===== src/rtl/decode_pipe_stage_if.sv =====
// Decode-stage bus: Decode-side operands, writeback port and the registered ID/EX outputs.
// master drives Decode/writeback inputs; slave is the decode stage itself.
interface decode_pipe_stage_if #(
   parameter int XLEN   = 32,
   parameter int REG_AW = 5,
   parameter int CTRL_W = 10
);
   logic [31:0]       InstrD;
   logic [XLEN-1:0]   PCD;
   logic [XLEN-1:0]   PCPlus4D;
   logic [XLEN-1:0]   ImmExtD;
   logic [CTRL_W-1:0] CtrlD;
   logic              ValidD;
   logic              StallE;
   logic              FlushE;
   logic              RegWriteW;
   logic [REG_AW-1:0] RdW;
   logic [XLEN-1:0]   ResultW;

   logic [REG_AW-1:0] Rs1D;
   logic [REG_AW-1:0] Rs2D;
   logic [XLEN-1:0]   RD1E;
   logic [XLEN-1:0]   RD2E;
   logic [XLEN-1:0]   PCE;
   logic [XLEN-1:0]   ImmExtE;
   logic [XLEN-1:0]   PCPlus4E;
   logic [REG_AW-1:0] Rs1E;
   logic [REG_AW-1:0] Rs2E;
   logic [REG_AW-1:0] RdE;
   logic [CTRL_W-1:0] ControlE;
   logic              ValidE;

   modport master (
      output InstrD, PCD, PCPlus4D, ImmExtD, CtrlD, ValidD,
      output StallE, FlushE, RegWriteW, RdW, ResultW,
      input  Rs1D, Rs2D, RD1E, RD2E, PCE, ImmExtE, PCPlus4E,
      input  Rs1E, Rs2E, RdE, ControlE, ValidE
   );

   modport slave (
      input  InstrD, PCD, PCPlus4D, ImmExtD, CtrlD, ValidD,
      input  StallE, FlushE, RegWriteW, RdW, ResultW,
      output Rs1D, Rs2D, RD1E, RD2E, PCE, ImmExtE, PCPlus4E,
      output Rs1E, Rs2E, RdE, ControlE, ValidE
   );
endinterface


===== src/rtl/decode_pipe_stage.sv =====
// Decode stage: register file with x0 hardwired to zero plus the ID/EX pipeline register.
// Define DECODE_PIPE_STAGE_BYPASS_EN to forward same-cycle writeback data to the read ports.
module decode_pipe_stage #(
   parameter int XLEN   = 32,
   parameter int NREG   = 32,
   parameter int REG_AW = 5,
   parameter int CTRL_W = 10
) (
   input  logic               CLK,
   input  logic               RST_N,
   decode_pipe_stage_if.slave bus
);

   typedef struct packed {
      logic [XLEN-1:0]   rd1;
      logic [XLEN-1:0]   rd2;
      logic [XLEN-1:0]   pc;
      logic [XLEN-1:0]   imm;
      logic [XLEN-1:0]   pc4;
      logic [REG_AW-1:0] rs1;
      logic [REG_AW-1:0] rs2;
      logic [REG_AW-1:0] rd;
      logic [CTRL_W-1:0] ctrl;
   } idex_t;

   logic [REG_AW-1:0] rs1_d;
   logic [REG_AW-1:0] rs2_d;
   logic [REG_AW-1:0] rd_d;
   logic              wr_en;
   logic [XLEN-1:0]   rf_q [NREG];
   logic [XLEN-1:0]   rf_d [NREG];
   logic [XLEN-1:0]   rd1_d;
   logic [XLEN-1:0]   rd2_d;
   idex_t             idex_p1_d;
   idex_t             idex_p1_q;
   logic              vld_p1_d;
   logic              vld_p1_q;
   logic              unused_instr;

   // ---- Decode (p0): field extraction and register file read ----
   assign rs1_d     = bus.InstrD[15 +: REG_AW];
   assign rs2_d     = bus.InstrD[20 +: REG_AW];
   assign rd_d      = bus.InstrD[7 +: REG_AW];
   assign bus.Rs1D  = rs1_d;
   assign bus.Rs2D  = rs2_d;
   // Opcode/funct bits are decoded upstream into CtrlD; only index fields are used here.
   assign unused_instr = ^bus.InstrD;

   assign wr_en = bus.RegWriteW && (bus.RdW != '0);

   always_comb begin
      for (int i = 0; i < NREG; i++) begin
         rf_d[i] = rf_q[i];
      end
      if (wr_en) begin
         rf_d[bus.RdW] = bus.ResultW;
      end
      rf_d[0] = '0;
   end

   always_ff @(posedge CLK or negedge RST_N) begin
      if (!RST_N) begin
         for (int i = 0; i < NREG; i++) begin
            rf_q[i] <= '0;
         end
      end else begin
         for (int i = 0; i < NREG; i++) begin
            rf_q[i] <= rf_d[i];
         end
      end
   end

   always_comb begin
      rd1_d = (rs1_d == '0) ? '0 : rf_q[rs1_d];
      rd2_d = (rs2_d == '0) ? '0 : rf_q[rs2_d];
`ifdef DECODE_PIPE_STAGE_BYPASS_EN
      if (wr_en && (bus.RdW == rs1_d)) begin
         rd1_d = bus.ResultW;
      end
      if (wr_en && (bus.RdW == rs2_d)) begin
         rd2_d = bus.ResultW;
      end
`endif
   end

   // ---- ID/EX boundary (p1): flush beats stall; a stall holds even stale operands ----
   always_comb begin
      idex_p1_d = idex_p1_q;
      vld_p1_d  = vld_p1_q;
      if (bus.FlushE) begin
         idex_p1_d = '0;
         vld_p1_d  = 1'b0;
      end else if (!bus.StallE) begin
         idex_p1_d.rd1  = rd1_d;
         idex_p1_d.rd2  = rd2_d;
         idex_p1_d.pc   = bus.PCD;
         idex_p1_d.imm  = bus.ImmExtD;
         idex_p1_d.pc4  = bus.PCPlus4D;
         idex_p1_d.rs1  = rs1_d;
         idex_p1_d.rs2  = rs2_d;
         idex_p1_d.rd   = rd_d;
         idex_p1_d.ctrl = bus.CtrlD;
         vld_p1_d       = bus.ValidD;
      end
   end

   always_ff @(posedge CLK or negedge RST_N) begin
      if (!RST_N) begin
         idex_p1_q <= '0;
         vld_p1_q  <= 1'b0;
      end else begin
         idex_p1_q <= idex_p1_d;
         vld_p1_q  <= vld_p1_d;
      end
   end

   assign bus.RD1E     = idex_p1_q.rd1;
   assign bus.RD2E     = idex_p1_q.rd2;
   assign bus.PCE      = idex_p1_q.pc;
   assign bus.ImmExtE  = idex_p1_q.imm;
   assign bus.PCPlus4E = idex_p1_q.pc4;
   assign bus.Rs1E     = idex_p1_q.rs1;
   assign bus.Rs2E     = idex_p1_q.rs2;
   assign bus.RdE      = idex_p1_q.rd;
   assign bus.ControlE = idex_p1_q.ctrl;
   assign bus.ValidE   = vld_p1_q;

endmodule


===== src/flat_wrapper.sv =====
// flat-port wrapper written by rule: the top's interface ports become plain ports
module decode_pipe_stage_flat 
#(
   parameter int XLEN   = 32,
   parameter int NREG   = 32,
   parameter int REG_AW = 5,
   parameter int CTRL_W = 10
)
  (CLK, RST_N, bus_InstrD, bus_PCD, bus_PCPlus4D, bus_ImmExtD, bus_CtrlD, bus_ValidD, bus_StallE, bus_FlushE, bus_RegWriteW, bus_RdW, bus_ResultW, bus_Rs1D, bus_Rs2D, bus_RD1E, bus_RD2E, bus_PCE, bus_ImmExtE, bus_PCPlus4E, bus_Rs1E, bus_Rs2E, bus_RdE, bus_ControlE, bus_ValidE);
  decode_pipe_stage_if #(.XLEN(XLEN), .REG_AW(REG_AW), .CTRL_W(CTRL_W)) bus_i ();
  input  logic CLK;
  input  logic RST_N;
  input wire logic [$bits(bus_i.InstrD)-1:0] bus_InstrD;
  input wire logic [$bits(bus_i.PCD)-1:0] bus_PCD;
  input wire logic [$bits(bus_i.PCPlus4D)-1:0] bus_PCPlus4D;
  input wire logic [$bits(bus_i.ImmExtD)-1:0] bus_ImmExtD;
  input wire logic [$bits(bus_i.CtrlD)-1:0] bus_CtrlD;
  input wire logic [$bits(bus_i.ValidD)-1:0] bus_ValidD;
  input wire logic [$bits(bus_i.StallE)-1:0] bus_StallE;
  input wire logic [$bits(bus_i.FlushE)-1:0] bus_FlushE;
  input wire logic [$bits(bus_i.RegWriteW)-1:0] bus_RegWriteW;
  input wire logic [$bits(bus_i.RdW)-1:0] bus_RdW;
  input wire logic [$bits(bus_i.ResultW)-1:0] bus_ResultW;
  output wire logic [$bits(bus_i.Rs1D)-1:0] bus_Rs1D;
  output wire logic [$bits(bus_i.Rs2D)-1:0] bus_Rs2D;
  output wire logic [$bits(bus_i.RD1E)-1:0] bus_RD1E;
  output wire logic [$bits(bus_i.RD2E)-1:0] bus_RD2E;
  output wire logic [$bits(bus_i.PCE)-1:0] bus_PCE;
  output wire logic [$bits(bus_i.ImmExtE)-1:0] bus_ImmExtE;
  output wire logic [$bits(bus_i.PCPlus4E)-1:0] bus_PCPlus4E;
  output wire logic [$bits(bus_i.Rs1E)-1:0] bus_Rs1E;
  output wire logic [$bits(bus_i.Rs2E)-1:0] bus_Rs2E;
  output wire logic [$bits(bus_i.RdE)-1:0] bus_RdE;
  output wire logic [$bits(bus_i.ControlE)-1:0] bus_ControlE;
  output wire logic [$bits(bus_i.ValidE)-1:0] bus_ValidE;
  assign bus_i.InstrD = bus_InstrD;
  assign bus_i.PCD = bus_PCD;
  assign bus_i.PCPlus4D = bus_PCPlus4D;
  assign bus_i.ImmExtD = bus_ImmExtD;
  assign bus_i.CtrlD = bus_CtrlD;
  assign bus_i.ValidD = bus_ValidD;
  assign bus_i.StallE = bus_StallE;
  assign bus_i.FlushE = bus_FlushE;
  assign bus_i.RegWriteW = bus_RegWriteW;
  assign bus_i.RdW = bus_RdW;
  assign bus_i.ResultW = bus_ResultW;
  assign bus_Rs1D = bus_i.Rs1D;
  assign bus_Rs2D = bus_i.Rs2D;
  assign bus_RD1E = bus_i.RD1E;
  assign bus_RD2E = bus_i.RD2E;
  assign bus_PCE = bus_i.PCE;
  assign bus_ImmExtE = bus_i.ImmExtE;
  assign bus_PCPlus4E = bus_i.PCPlus4E;
  assign bus_Rs1E = bus_i.Rs1E;
  assign bus_Rs2E = bus_i.Rs2E;
  assign bus_RdE = bus_i.RdE;
  assign bus_ControlE = bus_i.ControlE;
  assign bus_ValidE = bus_i.ValidE;
  decode_pipe_stage #(.XLEN(XLEN), .NREG(NREG), .REG_AW(REG_AW), .CTRL_W(CTRL_W)) u_core (.CLK(CLK), .RST_N(RST_N), .bus(bus_i));
endmodule

===== config.mk =====
export PLATFORM = sky130hd
export DESIGN_NAME = decode_pipe_stage_flat
export DESIGN_NICKNAME = d
export VERILOG_FILES = /design/src/rtl/decode_pipe_stage_if.sv /design/src/rtl/decode_pipe_stage.sv /design/src/flat_wrapper.sv
export SDC_FILE = /design/constraint.sdc
export NUM_CORES = 2
export LEC_CHECK = 0
export ABC_AREA = 1
export CORE_ASPECT_RATIO = 0.6
export CORE_MARGIN = 5
export CORE_UTILIZATION = 40
export CTS_BUF_LIST = sky130_fd_sc_hd__clkbuf_4
export DETAILED_ROUTE_END_ITERATION = 16
export PLACE_DENSITY = 0.56
export SLEW_MARGIN = 20
export SYNTH_ARGS = -nofsm -noshare
export SYNTH_HDL_FRONTEND = slang
export SYNTH_SLANG_ARGS = --single-unit

===== constraint.sdc =====
create_clock -name CLK -period 3.2 [get_ports CLK]
set_input_delay 0.96 -clock CLK [delete_from_list [all_inputs] [get_ports CLK]]
set_output_delay 0.96 -clock CLK [all_outputs]
set_load 0.01 [all_outputs]

* Word-level counts from Yosys, hierarchy flattened *
Cells that the tools add are included.

cells by class
  add/sub/neg operators = 0
  bitwise operators = 3
  reductions and logical operators = 5
  $lt $le $gt $ge = 4
  equality and inequality tests = 1
  div/mod/pow operators = 0
  multiply operators = 0
  mux-type cells = 15
  shift operators = 0

operator list
  cell                                                        count
  bitwise mux 1024 bit                                        1
  2-to-1 mux 185 bit                                          2
  binary-select mux 32 bit (select 5 bit)                     2
  2-to-1 mux 32 bit                                           7
  demux 32 bit (select 5 bit)                                 1
  >= comparator 6 bit, second input constant                  3
  NOT 5 -> 6 bit                                              3
  zero test 5 bit                                             2
  less-than comparator 6 x 1 -> 1 bit, second input constant  1
  nonzero test 5 bit                                          1
  logical AND 1 bit                                           2
  2-to-1 mux 1 bit                                            2
  != test 2 x 1 -> 1 bit, second input constant               1

storage, ports and cells
  memory bits (read-only) = 0
  bits in latches = 0
  memories = 0
  output and inout bits = 196
  word-level logic and storage cells = 69
  input port bits = 181
  bits in writable memories = 0
  flip-flop bits (word level) = 1,178

* Logic depth before layout (Yosys ltp) *
  depth in word-level cells = 7
  mapped depth = 14
  mapped depth without buffers = 12

* Worst setup path before layout *
OpenSTA, ideal clock, no wires.

  kind = input port to flip-flop
  from = input bus_InstrD[20]
  to = register u_core.idex_p1_q (netlist bit u_core.bus.RD2E[10])
  stages = 13
  library setup time = 0.118 ns
  required time = 3.082 ns
  data arrival time = 2.271 ns
  path slack = 0.811 ns
  path through = buf_2 -> inv_2 -> clkbuf_1 -> clkbuf_1 -> nand2_1 -> nand3_1 -> nand3_1 -> nand2_1 -> nand2_1 -> nor2_1 -> nand2_1 -> nand3_1 -> nand2_1

between the ends
  longest elaborated chain between the ends = 7
  elaborated cells between the ends (all ways) = 8
  those cells by class = mux: 6; bitwise: 1; reduce/logical: 1

RTL lines
  element                                                RTL line                  source
  from (decl)                                            flat_wrapper.sv:13        input wire logic [$bits(bus_i.InstrD)-1:0] bus_InstrD;
  NOT 5 -> 6 bit (implied by the code)                   decode_pipe_stage.sv:75   rd2_d = (rs2_d == '0) ? '0 : rf_q[rs2_d];
  binary-select mux 32 bit (select 5 bit)                decode_pipe_stage.sv:75
  2-to-1 mux 32 bit (implied by the code) (2 in series)  decode_pipe_stage.sv:75
  2-to-1 mux 32 bit *                                    decode_pipe_stage.sv:75
  2-to-1 mux 185 bit *                                   decode_pipe_stage.sv:93   end else if (!bus.StallE) begin
  2-to-1 mux 185 bit *                                   decode_pipe_stage.sv:90   if (bus.FlushE) begin
  to (signal assigned)                                   decode_pipe_stage.sv:112  idex_p1_q <= idex_p1_d;
  to (decl)                                              decode_pipe_stage.sv:35   idex_t idex_p1_q;

Every way passes the cells marked *; elsewhere a longest branch is shown, timed or not. The select of a mux whose other input is x is not followed.
A chain may end at the register's enable or synchronous reset.

* Worst setup path after layout *
  from = register u_core.idex_p1_q (netlist bit u_core.bus.RD1E[16])
  to = output bus_RD1E[16]

RTL lines
  element    RTL line            source
  to (decl)  flat_wrapper.sv:26  output wire logic [$bits(bus_i.RD1E)-1:0] bus_RD1E;

No word-level cell between the ends.

==> results.toml <==
[final_layout]
drive_above_1_share_pct = 9.648
final_area_um2 = 73120
finalNetCount = 8926
fin_util_pct = 47.86
syn2layout_area_growth_pct = 18.88

[pwr]
leakage_nw = 35.21
power.switching_mw = 13.83
pwr-share-comb_pct = 20.5
power_frac_clock_pct = 32.7
pwr_density_cell_nw_per_um2 = 561.2
switching_share_pct = 33.71
ir_drop_v = 0.0003209
seqPwrFrac_pct = 46.8
intPower_mw = 27.21

[clock_network]
h-tree-depth = 5
clk_pin_slew_ns = 0.06
root_buffer = "clkbuf_4"
cts_tree = "done"
cts_sinks = 1178
numCtsBuffers = 309
clockBufferDepth = 4
clk_latency_ns = 1.18

[die]
io_pins = 377
initial_core_util_pct = 40.26
die_y_um = 313.7
rows = 111
coreArea_um2 = 152800
fp.dieW_um = 516.2
dieArea_um2 = 162000

[timing]
rsz0062_at_grt = "false"
hold_ws_ns = 0.2295
slew_violations = 0
slew_headroom_pct = 33.36
tightest_slew_ns = 0.9996
setup_viol = 0
hold_violations = 0
fin_tns_setup_ns = 0
finalCritPeriodShare_pct = 96.79
fmax_mhz = 322.9
finClkSkew_ns = 0.05439
min_period_ns = 3.097

[routing]
dr_total_vias = 62130
ant_nets = 0
dr.pass1.iters = 6
via_per_inst = 5.656
initialDrtViolationCount = 8460
routed_wirelength_um = 268400
routedWlPerCell_um = 24.43
drcViolationCount = 0

[place]
placed_area_um2 = 69410
routabilityCongestion = 0.8632
place_hpwl_um = 155100
port_buffers = 359

[yosys]
postSynthCellCount = 8453
mappedNetlistArea_um2 = 61510
yosys-mux-area-fraction_pct = 0
synth_edf_count = 0
yosys.area_share.xor_xnor_pct = 0
synthArstFlopShare_pct = 100.0
synth_warnings = 0
netlist.area_leader.share_pct = 47.93
synthSimpleGateAreaFrac_pct = 27.83
synth_top_family_by_area = "simple AND/OR/NAND/NOR gates"
synth_area_leaders = "dfrtp_1, nand2_1, o21ai_0, nand3_1, inv_1"
synthesis.nets = 8634
ys_types = 26
yosys_most_used_dff = "dfrtp_1"
ys_ff_latch = 1178
yosysSeqAreaShare_pct = 47.93
synth-compound-area-share_pct = 15.91
synth.avg_cell_area_um2 = 7.276
synth_fa_ha_area_share_pct = 0
synth_area_leader_cell = "dfrtp_1"

[global_route]
grt_max_degree = 100
grt_pass1_wl_um = 393700
grt_pass1_vias = 58110
grt_overflow = 0
antenna_found_initial = 18
grt_util_all_layers_pct = 32.34

[flow_run]
maxCapViolations = 0

[critical_path]
worstSetupPathType = "register to output pin"
cp-end-kind = "output pin"
crit_family = "buffers and inverters"
start_kind = "register"
cp_num_buf_inv = 1
arrival_ns = 2.14
cp_max_fo = 2
crit_path_top_delay_cell = "clkdlybuf4s50_1"
worstPathCellList = "clkdlybuf4s50_1"
required_ns = 2.24
cpPeakStageDelay_ns = 0.56

[run_status]
outcome = "finished clean"

[worst_hold_path]
hp-class = "primary input to register"
-- logic make-up after synthesis --
kind of cell	count (synthesis)
and+or+nand+nor	4188
AOI/OAI and AO/OA	1755
buffers and inverters	1332
DFF	1178
-- state kept, by name, summed over array words and instances (netlist names) --
name and count:
u_core.bus.Rs2E 5, u_core.bus.ImmExtE 32, u_core.bus.PCE 32, u_core.bus.RdE 5
u_core.bus.ValidE 1, u_core.bus.PCPlus4E 32, u_core.bus.ControlE 10, u_core.rf_q 992
u_core.bus.Rs1E 5, u_core.bus.RD2E 32, u_core.bus.RD1E 32
-- Yosys cell counts (3+ instances only) --
cell type,number
dfrtp_1,1178
o21ai_0,1082
buf_1,82
a21oi_1,297
nand3_1,854
buf_2,73
buf_4,10
o21a_1,3
nand4_1,70
o21ai_1,32
inv_1,629
clkinv_1,4
a22o_1,112
nor2_1,350
nand2_2,15
nand2_1,2884
nor3_2,9
inv_2,11
o211ai_1,226
clkbuf_1,523
nor4_4,3
-- placed cells by master, fill, tap and decap left out, types with 9 or more instances in the layout --
master and count:
o21ai_0 1082, dlygate4sd2_1 20, nand2_1 2872, inv_1 625, o21ai_1 32, a21oi_1 297
buf_12 151, dfrtp_1 1165, o211ai_1 226, buf_4 162, dfrtp_2 13, nor2_1 343
nor3_2 9, clkbuf_4 440, nand3_1 854, clkdlybuf4s50_1 328, inv_2 23, nand2_4 27
a22o_1 112, clkinv_1 48, nand4_1 70
-- path summary, 6_finish.rpt --
check,start,end,slack (ns),depth (start not counted)
setup reg to reg,u_core.rf_q[290]$_DFFE_PN0P_,u_core.bus.RD2E[2]$_DFFE_PN0P_,1.67,10
hold / removal,bus_InstrD[23],u_core.bus.Rs2E[3]$_DFFE_PN0P_,0.23,3
min in group asynchronous,RST_N,u_core.rf_q[915]$_DFFE_PN0P_,0.36,2
hold reg to reg,u_core.bus.RD2E[3]$_DFFE_PN0P_,u_core.bus.RD2E[3]$_DFFE_PN0P_,0.48,2
max in group asynchronous,RST_N,u_core.rf_q[704]$_DFFE_PN0P_,1.85,3
setup / recovery,u_core.bus.RD1E[16]$_DFFE_PN0P_,bus_RD1E[16],0.10,1
-- power groups by stage --
stage / Combinational (mW) / Sequential (mW) / Clock (mW)
global route: 9.51 / 19.5 / 14.4
global placement: 8.10 / 19.3 / 0
floorplan: 5.24 / 19.0 / 0
finish: 8.42 / 19.2 / 13.4
detailed placement: 8.31 / 19.3 / 0
CTS: 8.33 / 19.1 / 13.7
-- what timing repair did --
action,CTS,global route
hold buffers,1,0
setup buffers,1,0
setup endpoints to repair,25,0
hold endpoints to repair,83,0
gates resized for setup,33,0
-- stage by stage --
step | std cells | total power [mW] | setup slack [ns]
6_report | 10990 | 41.04 | 0.1028
5_1_grt | 10980 | 43.42 | 0.01851
4_1_cts | 10980 | 41.10 | 0.0005747
3_5_place_dp | 10470 | 27.66 | 0.1298
3_3_place_gp | 10470 | 27.38 | 0.1771
2_1_floorplan | 8453 | 24.23 | 0.8107
-- per-layer routing --
metal	global-route usage (%)	up-vias	share of wire [%]
met2	46.35	3751	41
met1	46.36	29490	43
met3	8.330	684	12
met5	0	-	0.013
met4	13.36	4	4.2
li1	-	28210	-
-- area by class of cell --
cell class / count / area, um2
repair buffers: 669 / 7787
inverters: 644 / 2449
multi-input cells: 5943 / 27140
well taps: 2034 / 2545
clock buffers: 440 / 3303
fillers: 15270 / 79650
diodes: 6 / 15.01
flip-flops and latches: 1178 / 29490
clock inverters: 71 / 385.4
Note: power is estimated with default switching activity, not from simulation.
